==> src/rtl/btb_resolve_ctrl.sv <==
// Initiator-side controller for the BTB's shared predict/resolve port: issues predict
// lookups for fetch, tracks predictions in order, and resolves them against execute outcomes.
module btb_resolve_ctrl #(
  parameter int W     = 32,
  parameter int DEPTH = 4,
  parameter int w_ptr = 2
) (
  input  logic             clk,
  input  logic             rst,
  input  logic             fe_valid,
  input  logic [W-1:0]     fe_pc,
  output logic             fe_ready,
  output logic             pred_valid,
  output logic             pred_taken,
  output logic [W-1:0]     pred_target,
  input  logic             ex_valid,
  input  logic             ex_taken,
  input  logic [W-1:0]     ex_target,
  output logic             ex_ready,
  output logic             mispredict,
  output logic [W-1:0]     redirect_pc,
  output logic [w_ptr:0]   occupancy,
  output logic             btb_en,
  output logic             btb_predict,
  output logic             btb_resolve,
  output logic [W-1:0]     btb_pc,
  output logic             btb_pr_br_taken,
  output logic             btb_pr_hit,
  output logic [W-1:0]     btb_pr_target,
  input  logic             btb_hit,
  input  logic [W-1:0]     btb_target,
  input  logic             btb_out_valid
);

  typedef enum logic {IDLE, PW} state_t;

  localparam logic [w_ptr:0] FULL = (w_ptr+1)'(DEPTH);

  state_t             state, state_next;
  logic [W-1:0]       mem_pc     [DEPTH];
  logic               mem_hit    [DEPTH];
  logic [W-1:0]       mem_target [DEPTH];
  logic [w_ptr-1:0]   wr_ptr, rd_ptr;
  logic [W-1:0]       pend_pc;
  logic [W-1:0]       head_pc, head_target;
  logic               head_hit;
  logic               resolve_go, predict_go, miss, push;

  assign head_pc     = mem_pc[rd_ptr];
  assign head_hit    = mem_hit[rd_ptr];
  assign head_target = mem_target[rd_ptr];

  always_comb begin
    state_next      = state;
    resolve_go      = btb_en && ex_valid && (occupancy != '0);
    predict_go      = btb_en && (state == IDLE) && !resolve_go && fe_valid && (occupancy < FULL);
    miss            = resolve_go && ((ex_taken != head_hit) ||
                                     (ex_taken && head_hit && (ex_target != head_target)));
    // A mispredict flushes the tracker, so a response landing that cycle is dropped.
    push            = (state == PW) && btb_out_valid && !miss;
    fe_ready        = predict_go;
    ex_ready        = resolve_go;
    btb_predict     = predict_go;
    btb_resolve     = resolve_go;
    btb_pc          = '0;
    btb_pr_hit      = 1'b0;
    btb_pr_br_taken = 1'b0;
    btb_pr_target   = '0;
    if (resolve_go) begin
      btb_pc          = head_pc;
      btb_pr_hit      = head_hit;
      btb_pr_br_taken = ex_taken;
      btb_pr_target   = ex_target;
    end else if (predict_go) begin
      btb_pc = fe_pc;
    end
    case (state)
      IDLE:    if (predict_go) state_next = PW;
      PW:      if (btb_out_valid || miss) state_next = IDLE;
      default: state_next = IDLE;
    endcase
  end

  always_ff @(posedge clk or negedge rst) begin
    if (!rst) begin
      state       <= IDLE;
      btb_en      <= 1'b0;
      wr_ptr      <= '0;
      rd_ptr      <= '0;
      occupancy   <= '0;
      pend_pc     <= '0;
      pred_valid  <= 1'b0;
      pred_taken  <= 1'b0;
      pred_target <= '0;
      mispredict  <= 1'b0;
      redirect_pc <= '0;
    end else begin
      state      <= state_next;
      btb_en     <= 1'b1;
      pred_valid <= push;
      mispredict <= miss;
      if (predict_go) pend_pc <= fe_pc;
      if (push) begin
        pred_taken  <= btb_hit;
        pred_target <= btb_hit ? btb_target : pend_pc + W'(4);
      end
      if (miss) begin
        redirect_pc <= ex_taken ? ex_target : head_pc + W'(4);
        wr_ptr      <= '0;
        rd_ptr      <= '0;
        occupancy   <= '0;
      end else begin
        if (push)       wr_ptr <= wr_ptr + w_ptr'(1);
        if (resolve_go) rd_ptr <= rd_ptr + w_ptr'(1);
        occupancy <= occupancy + {{w_ptr{1'b0}}, push} - {{w_ptr{1'b0}}, resolve_go};
      end
    end
  end

  always_ff @(posedge clk) begin
    if (push) begin
      mem_pc[wr_ptr]     <= pend_pc;
      mem_hit[wr_ptr]    <= btb_hit;
      mem_target[wr_ptr] <= btb_target;
    end
  end

endmodule

==> config.mk <==
export PLATFORM = sky130hd
export DESIGN_NAME = btb_resolve_ctrl
export DESIGN_NICKNAME = d
export VERILOG_FILES = /design/src/rtl/btb_resolve_ctrl.sv
export SDC_FILE = /design/constraint.sdc
export NUM_CORES = 1
export LEC_CHECK = 0
export CORE_MARGIN = 8
export CORE_UTILIZATION = 54
export DETAILED_ROUTE_END_ITERATION = 12
export PLACE_DENSITY = 0.76
export REMOVE_ABC_BUFFERS = 1
export SYNTH_ARGS = -nofsm -noshare
export SYNTH_HDL_FRONTEND = slang
export SYNTH_SLANG_ARGS = --single-unit
==> constraint.sdc <==
create_clock -name clk -period 5.7 [get_ports clk]
set_input_delay 1.14 -clock clk [delete_from_list [all_inputs] [get_ports clk]]
set_output_delay 1.14 -clock clk [all_outputs]
set_load 0.02 [all_outputs]
# --- Yosys cells after proc, flatten, opt, wreduce, memory -nomap -nowiden ---
# Memories as Yosys holds them, arrays and structs flattened.
# Index checks and enable logic that the tools add are counted.
totals:
  wordCells: 59
  mem_count: 3
  ram_bits: 260
  out_inout_bits: 141
  input_bits: 103
  romBits: 0
  latchBits: 0
  ff_bits: 108
classes:
  eq_ne: 2
  add_sub_neg: 6
  mux: 17
  order_cmp: 1
  mul: 0
  n_reduce_logical: 18
  shifts: 0
  n_div: 0
  n_bitwise: 1
mem_list:
  columns: ["memory", "depth", "width", "read_ports", "rd_ports_with_merged_regs", "write_ports", "line_no", "rtl"]
  rows:
  - ["mem_pc", 4, 32, 1, 0, 1, "40", "logic [W-1:0] mem_pc [DEPTH];"]
  - ["mem_target", 4, 32, 1, 0, 1, "42", "logic [W-1:0] mem_target [DEPTH];"]
  - ["mem_hit", 4, 1, 1, 0, 1, "41", "logic mem_hit [DEPTH];"]
ops:
  columns: ["cell", "count"]
  rows:
  - ["32-bit 2-to-1 mux", 5]
  - ["32-bit by 3-bit adder with 32-bit output (second input constant)", 2]
  - ["32-bit inequality test", 1]
  - ["1-bit logical AND", 11]
  - ["2-bit 2-to-1 mux", 4]
  - ["1-bit 2-to-1 mux", 6]
  - ["2-bit by 1-bit adder with 2-bit output (second input constant)", 2]
  - ["2-bit nonzero test", 2]
  - ["3-bit by 1-bit adder with 3-bit output", 1]
  - ["3-bit < comparator (second input constant)", 1]
  - ["3-bit 2-to-1 mux", 1]
  - ["3-bit nonzero test", 1]
  - ["3-bit by 1-bit subtractor with 3-bit output", 1]
  - ["1-bit logical NOT", 2]
  - ["1-bit logical OR", 2]
  - ["1-bit case mux with 2 select lines", 1]
  - ["1-bit inequality test", 1]
  - ["1-bit NOT", 1]

# --- Depth between registers and ports, before layout ---
# Gate-level depths: netlist of the first run.
# An unclocked memory read counts as a cell.
logic_depth:
  ltp_word: 10
  mapped_depth: 20
  mapped_depth_nobuf: 15

# --- Worst setup path before layout of the first run ---
# No wires, ideal clock.
synth_timing:
  path_kind: "flip-flop to flip-flop"
  startpoint: "register rd_ptr[0]"
  endpoint: "memory mem_hit[0], enable pin"
  stages_incl_launch_ff: 13
  t_arrival_ps: 4108
  setup_time_ps: 430
  period_less_slack_ps: 4538
  path_buffers: 6
  required_ps: 5270
  path_slack_ps: 1162
  path_cell_list: "dfrtp_1 > buf_4 > buf_6 > buf_4 > buf_2 > mux4_2 > ha_1 > nand2_1 > nand2_1 > a31oi_1 > buf_4 > buf_6 > and2_1"
synth_via:
  elab_chain_len: 9
  word_cells_on_any_way: 12
  cone_classes: "eq/ne: 2; mux: 2; reduce/logical: 6; memory: 2"
synth_rtl:
  columns: ["element", "line_no", "rtl"]
  rows:
  - ["start, declared", "43", "logic [w_ptr-1:0] wr_ptr, rd_ptr;"]
  - ["start signal, assigned", "114", "if (resolve_go) rd_ptr <= rd_ptr + w_ptr'(1);"]
  - ["memory 4 x 32 bit / memory 4 x 1 bit (equally long branches)", null, null]
  - ["32-bit inequality test / 1-bit logical AND (equally long branches)", "58", "(ex_taken && head_hit && (ex_target != head_target)));"]
  - ["1-bit logical AND", "58", null]
  - ["1-bit logical OR *", "57", "miss = resolve_go && ((ex_taken != head_hit) ||"]
  - ["1-bit logical AND *", "57", null]
  - ["1-bit logical NOT *", "60", "push = (state == PW) && btb_out_valid && !miss;"]
  - ["1-bit logical AND *", "60", null]
  - ["net push", "47", "logic resolve_go, predict_go, miss, push;"]
  - ["1-bit 2-to-1 mux *", "121", "if (push) begin"]
  - ["1-bit 2-to-1 mux (not written as such) *", "123", "mem_hit[wr_ptr] <= btb_hit;"]
  - ["end, declared", "41", null]
# The timed path passes the listed nets; every way through them passes the cells marked *.

# --- Worst setup path in the final report of the first run ---
layout_timing:
  startpoint: "input ex_valid"
  endpoint: "output btb_pc[14]"
layout_via:
  elab_chain_len: 8
layout_rtl:
  columns: ["element", "line_no", "rtl"]
  rows:
  - ["start, declared", "16", "input logic ex_valid,"]
  - ["1-bit logical AND * (2 in a row)", "55", "resolve_go = btb_en && ex_valid && (occupancy != '0);"]
  - ["1-bit logical NOT", "56", "predict_go = btb_en && (state == IDLE) && !resolve_go && fe_valid && (occupancy < FULL);"]
  - ["1-bit logical AND (3 in a row)", "56", null]
  - ["32-bit 2-to-1 mux", "74", "end else if (predict_go) begin"]
  - ["32-bit 2-to-1 mux *", "69", "if (resolve_go) begin"]
  - ["end, declared", "26", "output logic [W-1:0] btb_pc,"]
# Mark *: on every way between the ends. The rest lies on a longest branch, timed or not.

==> results.cfg, run 1 <==
[worst_setup_path]
critPathRequiredTime_ns = 4.56
r2r-start = rd_ptr[0]$_DFFE_PN0P_
ff2ff_setup_slack_ns = 1.05
reg2reg_to = mem_target[2][25]$_DFFE_PP_
r2r_cells = 10
crit_arrival_ns = 3.71
end_kind = primary output
critical_path.max_fanout = 23
crit_type = in2out
startpoint_type = primary input

[clock_network]
insertion_delay_ns = 0.53
numCtsBuffers = 39
cts-resized-gates = 0
cts_setup_buffers = 0
path_clk_slew_ns = 0.06
tritoncts = done
cts_hold_buf = 0
cts-root-buf = clkbuf_16
cts_buffer_depth = 3
clock-sinks = 368
h-tree-depth = 2

[yosys]
synth-seq-cells = 368
syn_area_mm2 = 0.0161
synth_area_per_cell_um2 = 14.5
synth_ff_type = edfxtp_1
synth_top_area_share_pct = 48.5
synth_area_leaders = edfxtp_1, dfrtp_1, mux4_2, nand2_1, mux2_2
synth_edf_count = 260
ys_top_cells_by_count = edfxtp_1, nand2_1, dfrtp_1
synth_area_leader_cell = edfxtp_1
yosysWarnings = 0
synth_cells = 1108
seq_area_frac_synth_pct = 65.3
synthArstFlopShare_pct = 29.3
yosysMostFrequentCell = edfxtp_1
synthDistinctLibCells = 42

[timing]
fin_hold_ws_ns = 0.488
rsz0062_at_grt = false
hold_viol_final = 0
setup-violations-final = 0
fmax_mhz = 206
period_share_pct = 85.1
period_needed_ns = 4.85
finalClockSkew_ns = 0.0138
fin_ws_ns = 0.850
tightest_slew_ns = 1.05
relSlewSlack_pct = 29.8
maxSlewViolCount = 0

[drt]
wl_per_cell_um = 24.0
ant_nets = 0
vias_per_cell = 5.80
drt_iter0_markers = 849
drc = 0
finalWirelength_um = 42900
vias = 10354
firstDrtPassIters = 5

[die]
fp.dieH_um = 189
floorplan.initialDensity_pct = 54.6
fp.dieW_um = 189
ios = 244
coreArea_mm2 = 0.0295
dieArea_mm2 = 0.0356
row_count = 63

[hold_path]
min_path_type = reg2reg
min_from = pred_target[28]$_DFFE_PN0P_
hold_path_end = pred_target[28]$_DFFE_PN0P_
hold_path_depth = 1

[grt]
grt_pass1_vias = 10672
grt_usage_pct = 24.0
antenna_found_initial = 0
grt_pass1_wl_um = 65600
grt_max_degree = 58
gr-total-overflow = 0

[finish]
drive_gt1_share_pct = 17.1
fin_cells = 1784
nFillCells = 2018
nets = 1477
area_growth_syn_to_layout_pct = 26.8
design_area_mm2 = 0.0204
regArea_mm2 = 0.0105
multi_input_area_mm2 = 0.00531
post-route-util_pct = 69.3
diodes = 0

[pwr]
leakagePower_nw = 7.40
irDropWorstVdd_mv = 0.258
power_density_mw_per_mm2 = 483

[place]
dp.cells = 1713
placed_area_mm2 = 0.0190
place_ws_ns = 0.905
hpwl_um = 28500
port-buffer-count = 243
place_congestion = 0.810

[run_status]
outcome = finished, final reports clean

[flow_run]
maxCapViolCount = 0
==> state kept, by name, indices dropped and copies added, names as in the netlist <==
signal and flops:
rd_ptr 2, pred_target 32, mem_target 128, mem_pc 128, wr_ptr 2, redirect_pc 32
state 1, pred_taken 1, pred_valid 1, mispredict 1, btb_en 1, pend_pc 32
occupancy 3, mem_hit 4
==> metrics by stage <==
step	power, mW	setup TNS (ns)
finish	9.87	0
detailed placement	7.25	0
global placement	7.18	0
floorplan	5.79	-641.28
CTS	9.93	0
global route	10.3	0
==> critical path, stage by stage <==
cell,delay (ns)
clkdlybuf4s50_1,0.42
o311ai_2,0.23
nand4_1,0.26
clkinv_1,0.11
buf_4,0.36
nand2_1,0.20
o21ai_0,0.26
clkdlybuf4s50_1,0.71
==> cells by family after synthesis <==
family,after synthesis,synth area share [%]
buffers and inverters,67,2.04
and+or+nand+nor,361,10.4
muxes,139,14.2
adders and majority gates,10,0.823
other,1,0.0233
AOI/OAI and AO/OA,72,2.35
DFF,368,65.3
xor gates and xnor gates,90,4.89
==> area by class of cell <==
class	instances	area share [%]
clock buffer	46	5.26
clock inverter	25	1.43
inverter	14	0.257
multi-input combinational	673	26.0
sequential	368	51.5
tap	390	2.39
timing repair buffer	268	13.1
==> cell usage in the layout (no fill, tap or decap), drive strengths merged, types with 32 or more instances in the layout <==
master,n
and2,43
clkbuf,46
clkdlybuf4s50,240
dfrtp,108
edfxtp,260
mux2,73
mux4,64
nand2,225
nand4,32
o21ai,65
xnor2,52
xor2,38
==> power breakdown <==
| part | internal, mW | leakage, nW | total [mW] | switching [mW] |
|---|---|---|---|---|
| clock network | 1.63 | 0.669 | 2.68 | 1.05 |
| registers | 3.48 | 3.69 | 3.96 | 0.486 |
| logic | 1.55 | 3.04 | 3.23 | 1.68 |
==> worst max-delay path by stage <==
| stage | depth (start not counted) | slack (ns) | to | start |
|---|---|---|---|---|
| 2_1_floorplan | 7 | -2.30 | mem_hit[0]$_DFFE_PP_ | rd_ptr[0]$_DFFE_PN0P_ |
| 3_3_place_gp | 8 | 0.90 | btb_pc[13] | ex_valid |
| 3_5_place_dp | 7 | 0.91 | btb_pr_target[2] | ex_valid |
| 4_1_cts | 8 | 0.88 | btb_pc[14] | ex_valid |
| 5_1_grt | 7 | 0.67 | btb_pc[14] | occupancy[1]$_DFF_PN0_ |
| 6_report | 8 | 0.85 | btb_pc[14] | ex_valid |
==> routing by layer <==
metal | part of all wire (%) | wire [µm] | vias to the layer above | track usage (%)
met5 | 0 | 0 | - | 0
met4 | 2.1 | 913 | 0 | 6.73
met3 | 8.7 | 3740 | 68 | 5.99
met2 | 48 | 20500 | 499 | 38.2
met1 | 41 | 17800 | 5209 | 32.6
li1 | - | - | 4578 | -
Power figures use the tool's default switching activity.
==> inputs of run 2 (changes only) <==
Settings changed: CORE_UTILIZATION 54 to 35, PLACE_DENSITY 0.76 to 0.52.
==> run 2 against run 1 <==
Largest cell class unchanged. Worst setup slack better by 0.32 ns. Power fell by 0.35%. Final cell count grew 13%. Hold slack about the same. Critical path depth is 2 higher. Final area up 1.7%. Core utilization is 24 points lower. Die area is 49% higher.
==> results.cfg, run 2 (synthesis results as in run 1) <==
[clock_network]
cts_hold_buf = 0
h-tree-depth = 2
tritoncts = done
clock-sinks = 368
path_clk_slew_ns = 0.06
cts_setup_buffers = 0
cts_buffer_depth = 3
numCtsBuffers = 43
cts-resized-gates = 0
insertion_delay_ns = 0.55
cts-root-buf = clkbuf_16

[die]
dieArea_mm2 = 0.0531
coreArea_mm2 = 0.0454
floorplan.initialDensity_pct = 35.5
ios = 244
fp.dieH_um = 231
row_count = 78
fp.dieW_um = 231

[timing]
relSlewSlack_pct = 32.9
setup-violations-final = 0
maxSlewViolCount = 0
period_share_pct = 79.5
tightest_slew_ns = 1.00
period_needed_ns = 4.53
rsz0062_at_grt = false
hold_viol_final = 0
fmax_mhz = 221
finalClockSkew_ns = 0.0227

[grt]
grt_pass1_vias = 10633
antenna_found_initial = 0
grt_usage_pct = 17.8
gr-total-overflow = 0
grt_pass1_wl_um = 71300
grt_max_degree = 67

[finish]
nFillCells = 4106
area_growth_syn_to_layout_pct = 28.9
drive_gt1_share_pct = 17.3
diodes = 0
final_cell_mix = edfxtp_1, clkdlybuf4s50_1, nand2_1
top_regs = mem_pc: 128 flops, mem_target: 128 flops
fin_cells = 2011
nets = 1490
mostFrequentLayoutCell = edfxtp_1

[worst_setup_path]
cpPeakStageDelay_ns = 0.66
crit_type = reg2reg
startpoint_type = flop
cp_top_family = simple AND/OR/NAND/NOR gates
crit_slowest_cell = dfrtp_4
crit_arrival_ns = 4.75
critical_path.max_fanout = 22
critPathBufInv = 3
cp_num_cells = 10
r2r_cells = 10
cp_common_cell = buf_4
critPathRequiredTime_ns = 5.92
path_cells = buf_4, mux4_2, xnor2_1, nand4_1, nor4_2, nand2_1, a31oi_4, buf_4, and2_4, buf_4
end_kind = flop

[pwr]
finalPower_mw = 9.84
leakagePower_nw = 7.44
irDropWorstVdd_mv = 0.222
power_density_mw_per_mm2 = 474

[hold_path]
hold_path_depth = 1
min_path_type = reg2reg

[place]
place_congestion = 0.755
port-buffer-count = 243
hpwl_um = 32800
dp.cells = 1932

[flow_run]
maxCapViolCount = 0

[drt]
firstDrtPassIters = 5
ant_nets = 0
drt_iter0_markers = 656
finalWirelength_um = 47900
wl_per_cell_um = 23.8
vias = 10034
drc = 0
vias_per_cell = 4.99

[run_status]
outcome = finished, final reports clean
## run 2: cell type report
| type | instances | area [µm²] | share of cell area [%] |
|---|---|---|---|
| clock buffer | 60 | 1190 | 5.73 |
| sequential | 368 | 10500 | 50.7 |
| inverter | 14 | 52.6 | 0.253 |
| tap | 600 | 751 | 3.62 |
| timing repair buffer | 277 | 2800 | 13.5 |
| clock inverter | 19 | 133 | 0.639 |
| multi-input combinational | 673 | 5310 | 25.6 |
## run 2: stage by stage
step | setup TNS [ns] | worst slack, ns | instance area, µm² | hold WS, ns | util, %
after floorplan | -641.28 | -2.30 | 15800 | 0.492 | -
final | 0 | 1.17 | 20800 | 0.487 | 45.7
after global routing | 0 | 0.876 | 20800 | 0.508 | 45.7
after global placement | 0 | 0.974 | 19400 | 0.473 | 42.8
after detailed placement | 0 | 0.998 | 19400 | 0.479 | 42.8
after CTS | 0 | 1.06 | 20800 | 0.492 | 45.7
## run 2: path summary, 6_finish.rpt
path	start	end	slack, ns
min reg2reg	redirect_pc[30]$_DFFE_PN0P_	redirect_pc[30]$_DFFE_PN0P_	0.49
max	rd_ptr[0]$_DFFE_PN0P_	mem_pc[0][4]$_DFFE_PP_	1.17
max in group asynchronous	rst	pend_pc[7]$_DFFE_PN0P_	3.77
min	redirect_pc[30]$_DFFE_PN0P_	redirect_pc[30]$_DFFE_PN0P_	0.49
min in group asynchronous	rst	pred_target[18]$_DFFE_PN0P_	0.70
max reg2reg	rd_ptr[0]$_DFFE_PN0P_	mem_pc[0][4]$_DFFE_PP_	1.17
## run 2: metal layers
metal / vias up / global-route usage [%] / share of wire, %
met5: - / 0 / 0
met2: 271 / 29.0 / 48
li1: 4605 / - / -
met3: 47 / 3.62 / 5.7
met4: 0 / 3.15 / 1.2
met1: 5111 / 24.7 / 45
## run 2: worst register-to-register path, delay by kind of cell, from the launching register on
family / cells / cell delay, ns
compound gates: 1 / 0.21
buf+inv: 3 / 1.03
mux: 1 / 0.55
simple gates: 4 / 1.42
flops: 1 / 0.66
xor+xnor: 1 / 0.35
## run 2: power by group
part / internal [mW] / leakage [nW] / switching (mW)
sequential: 3.48 / 3.69 / 0.516
clock: 1.51 / 0.645 / 1.08
combinational: 1.57 / 3.11 / 1.69
total: 6.55 / 7.44 / 3.29
==> RTL edit (flow settings as in run 1) <==
Add an input register stage for `ex_target`, without a reset; this delays it by one clock. The other inputs are not delayed to match.
--- a/src/rtl/btb_resolve_ctrl.sv
+++ b/src/rtl/btb_resolve_ctrl.sv
@@ -36,6 +36,12 @@
 
   localparam logic [w_ptr:0] FULL = (w_ptr+1)'(DEPTH);
 
+  logic [W-1:0] ex_target_q;
+
+  always_ff @(posedge clk) begin
+    ex_target_q <= ex_target;
+  end
+
   state_t             state, state_next;
   logic [W-1:0]       mem_pc     [DEPTH];
   logic               mem_hit    [DEPTH];
@@ -55,7 +61,7 @@
     resolve_go      = btb_en && ex_valid && (occupancy != '0);
     predict_go      = btb_en && (state == IDLE) && !resolve_go && fe_valid && (occupancy < FULL);
     miss            = resolve_go && ((ex_taken != head_hit) ||
-                                     (ex_taken && head_hit && (ex_target != head_target)));
+                                     (ex_taken && head_hit && (ex_target_q != head_target)));
     // A mispredict flushes the tracker, so a response landing that cycle is dropped.
     push            = (state == PW) && btb_out_valid && !miss;
     fe_ready        = predict_go;
@@ -70,7 +76,7 @@
       btb_pc          = head_pc;
       btb_pr_hit      = head_hit;
       btb_pr_br_taken = ex_taken;
-      btb_pr_target   = ex_target;
+      btb_pr_target   = ex_target_q;
     end else if (predict_go) begin
       btb_pc = fe_pc;
     end
@@ -105,7 +111,7 @@
         pred_target <= btb_hit ? btb_target : pend_pc + W'(4);
       end
       if (miss) begin
-        redirect_pc <= ex_taken ? ex_target : head_pc + W'(4);
+        redirect_pc <= ex_taken ? ex_target_q : head_pc + W'(4);
         wr_ptr      <= '0;
         rd_ptr      <= '0;
         occupancy   <= '0;
Check against the original RTL: not equivalent (Yosys sat finds a counterexample within 4 cycles, from zero or initial values and one cycle with rst low).
==> RTL edit against run 1 <==
  * Worst setup slack better by 110 ps
  * Fmax up 2.3%
  * Core utilization down 0.53 points
  * Sequential power up 6.6%
  * Power up 2.1%
  * Synthesized cell count down 4.2%
  * Synthesized area up 4.9%
  * Clock power down 3%
  * Routed wire length up 0.53%
  * Clock skew up 0.51 ps
  * Cell area up 3.2%
  * Sequential cell count up 32
  * Count of clock-buffer cells in the layout up 14
  * Non-clock buffer count unchanged
  * Critical endpoint is now mem_target[1][27]$_DFFE_PP_
  * Largest cell class unchanged
==> RTL edit: results (changes against run 1) <==
| Metric | Value |
|---|---|
| Peak supply drop | 0.000312 V (was 0.000258 V) |
| Crit path from | rd_ptr[0]$_DFFE_PN0P_ (was ex_valid) |
| Kind of critical path | flip-flop to flip-flop (was input pin to output port) |
| Num CTS Buffers | 40 (was 39) |
| Placed insts | 1667 (was 1713) |
| First-pass GRT wire length | 65000 um (was 65600 um) |
| GR Util met3 | 4.73% (was 5.99%) |
| Adder-cell share of the synthesized area | 0.785% (was 0.823%) |
| Layout cells sized above 1 | 19.2% (was 17.1%) |
| R2r setup slk | 960 ps (was 1050 ps) |
| Met3 Wirelength | 3170 um (was 3740 um) |
| Worst Hold Slack | 488 ps (about the same) |
| Total GRT Usage | 23.3% (was 24.0%) |
| Reg-to-Reg End | mem_target[1][27]$_DFFE_PP_ (was mem_target[2][25]$_DFFE_PP_) |
| Layout Nets | 1426 (was 1477) |
| Net Sw Power | 0.00318 W (was 0.00322 W) |
| Status | finished clean (unchanged) |
| Post-synthesis xor/xnor area fraction | 4.56% (was 4.89%) |
| Final non-filler cell total | 1739 (was 1784) |
| Leakage Power | 7.46 nW (was 7.40 nW) |
| Initial DRC count | 746 (was 849) |
| Family with the most delay on the worst path | simple AND/OR/NAND/NOR gates (was buffers and inverters) |
| Vias in the first global route | 10600 (was 10700) |
| Post-DP HPWL | 29200 um (was 28500 um) |
| Critical Path AT | 4930 ps (was 3710 ps) |
| Top cells by area, synth | edfxtp_1 (46%), dfrtp_1 (16%), mux4_2 (8.7%) (was edfxtp_1 (48%), dfrtp_1 (17%), mux4_2 (8.9%)) |
| Via count | 10100 (was 10400) |
| Rel. slew slack | 38.2% (was 29.8%) |
| Syn avg cell area | 15.9 um2 (was 14.5 um2) |
| Tot Pwr | 0.0101 W (was 0.00987 W) |
| Met1 global-route usage | 31.0% (was 32.6%) |
| Clock skew | 14.3 ps (was 13.8 ps) |
| Gate power share | 32.3% (was 32.8%) |
| CP max-delay cell | dfrtp_4 (was clkdlybuf4s50_1) |
| Unique cell type count in the Yosys netlist | 46 (was 42) |
| Mux contribution to synthesized area | 16.0% (was 14.2%) |
[RTL edit: worst min-delay path by stage]
stage,start,endpoint
after floorplan,pend_pc[0]$_DFFE_PN0P_,mem_pc[0][0]$_DFFE_PP_
after global placement,pred_target[30]$_DFFE_PN0P_,pred_target[30]$_DFFE_PN0P_
after detailed placement,pred_target[27]$_DFFE_PN0P_,pred_target[27]$_DFFE_PN0P_
after CTS,pred_target[27]$_DFFE_PN0P_,pred_target[27]$_DFFE_PN0P_
after global routing,pred_target[27]$_DFFE_PN0P_,pred_target[27]$_DFFE_PN0P_
final,pred_target[27]$_DFFE_PN0P_,pred_target[27]$_DFFE_PN0P_
[RTL edit: layout make-up]
cell class | instances | area (um2)
multi-input combinational | 590 | 5410
clock buffer | 60 | 1130
timing repair buffer | 268 | 2690
inverter | 13 | 48.8
sequential | 400 | 11200
clock inverter | 12 | 156
fill | 2134 | 9590
tap | 396 | 495
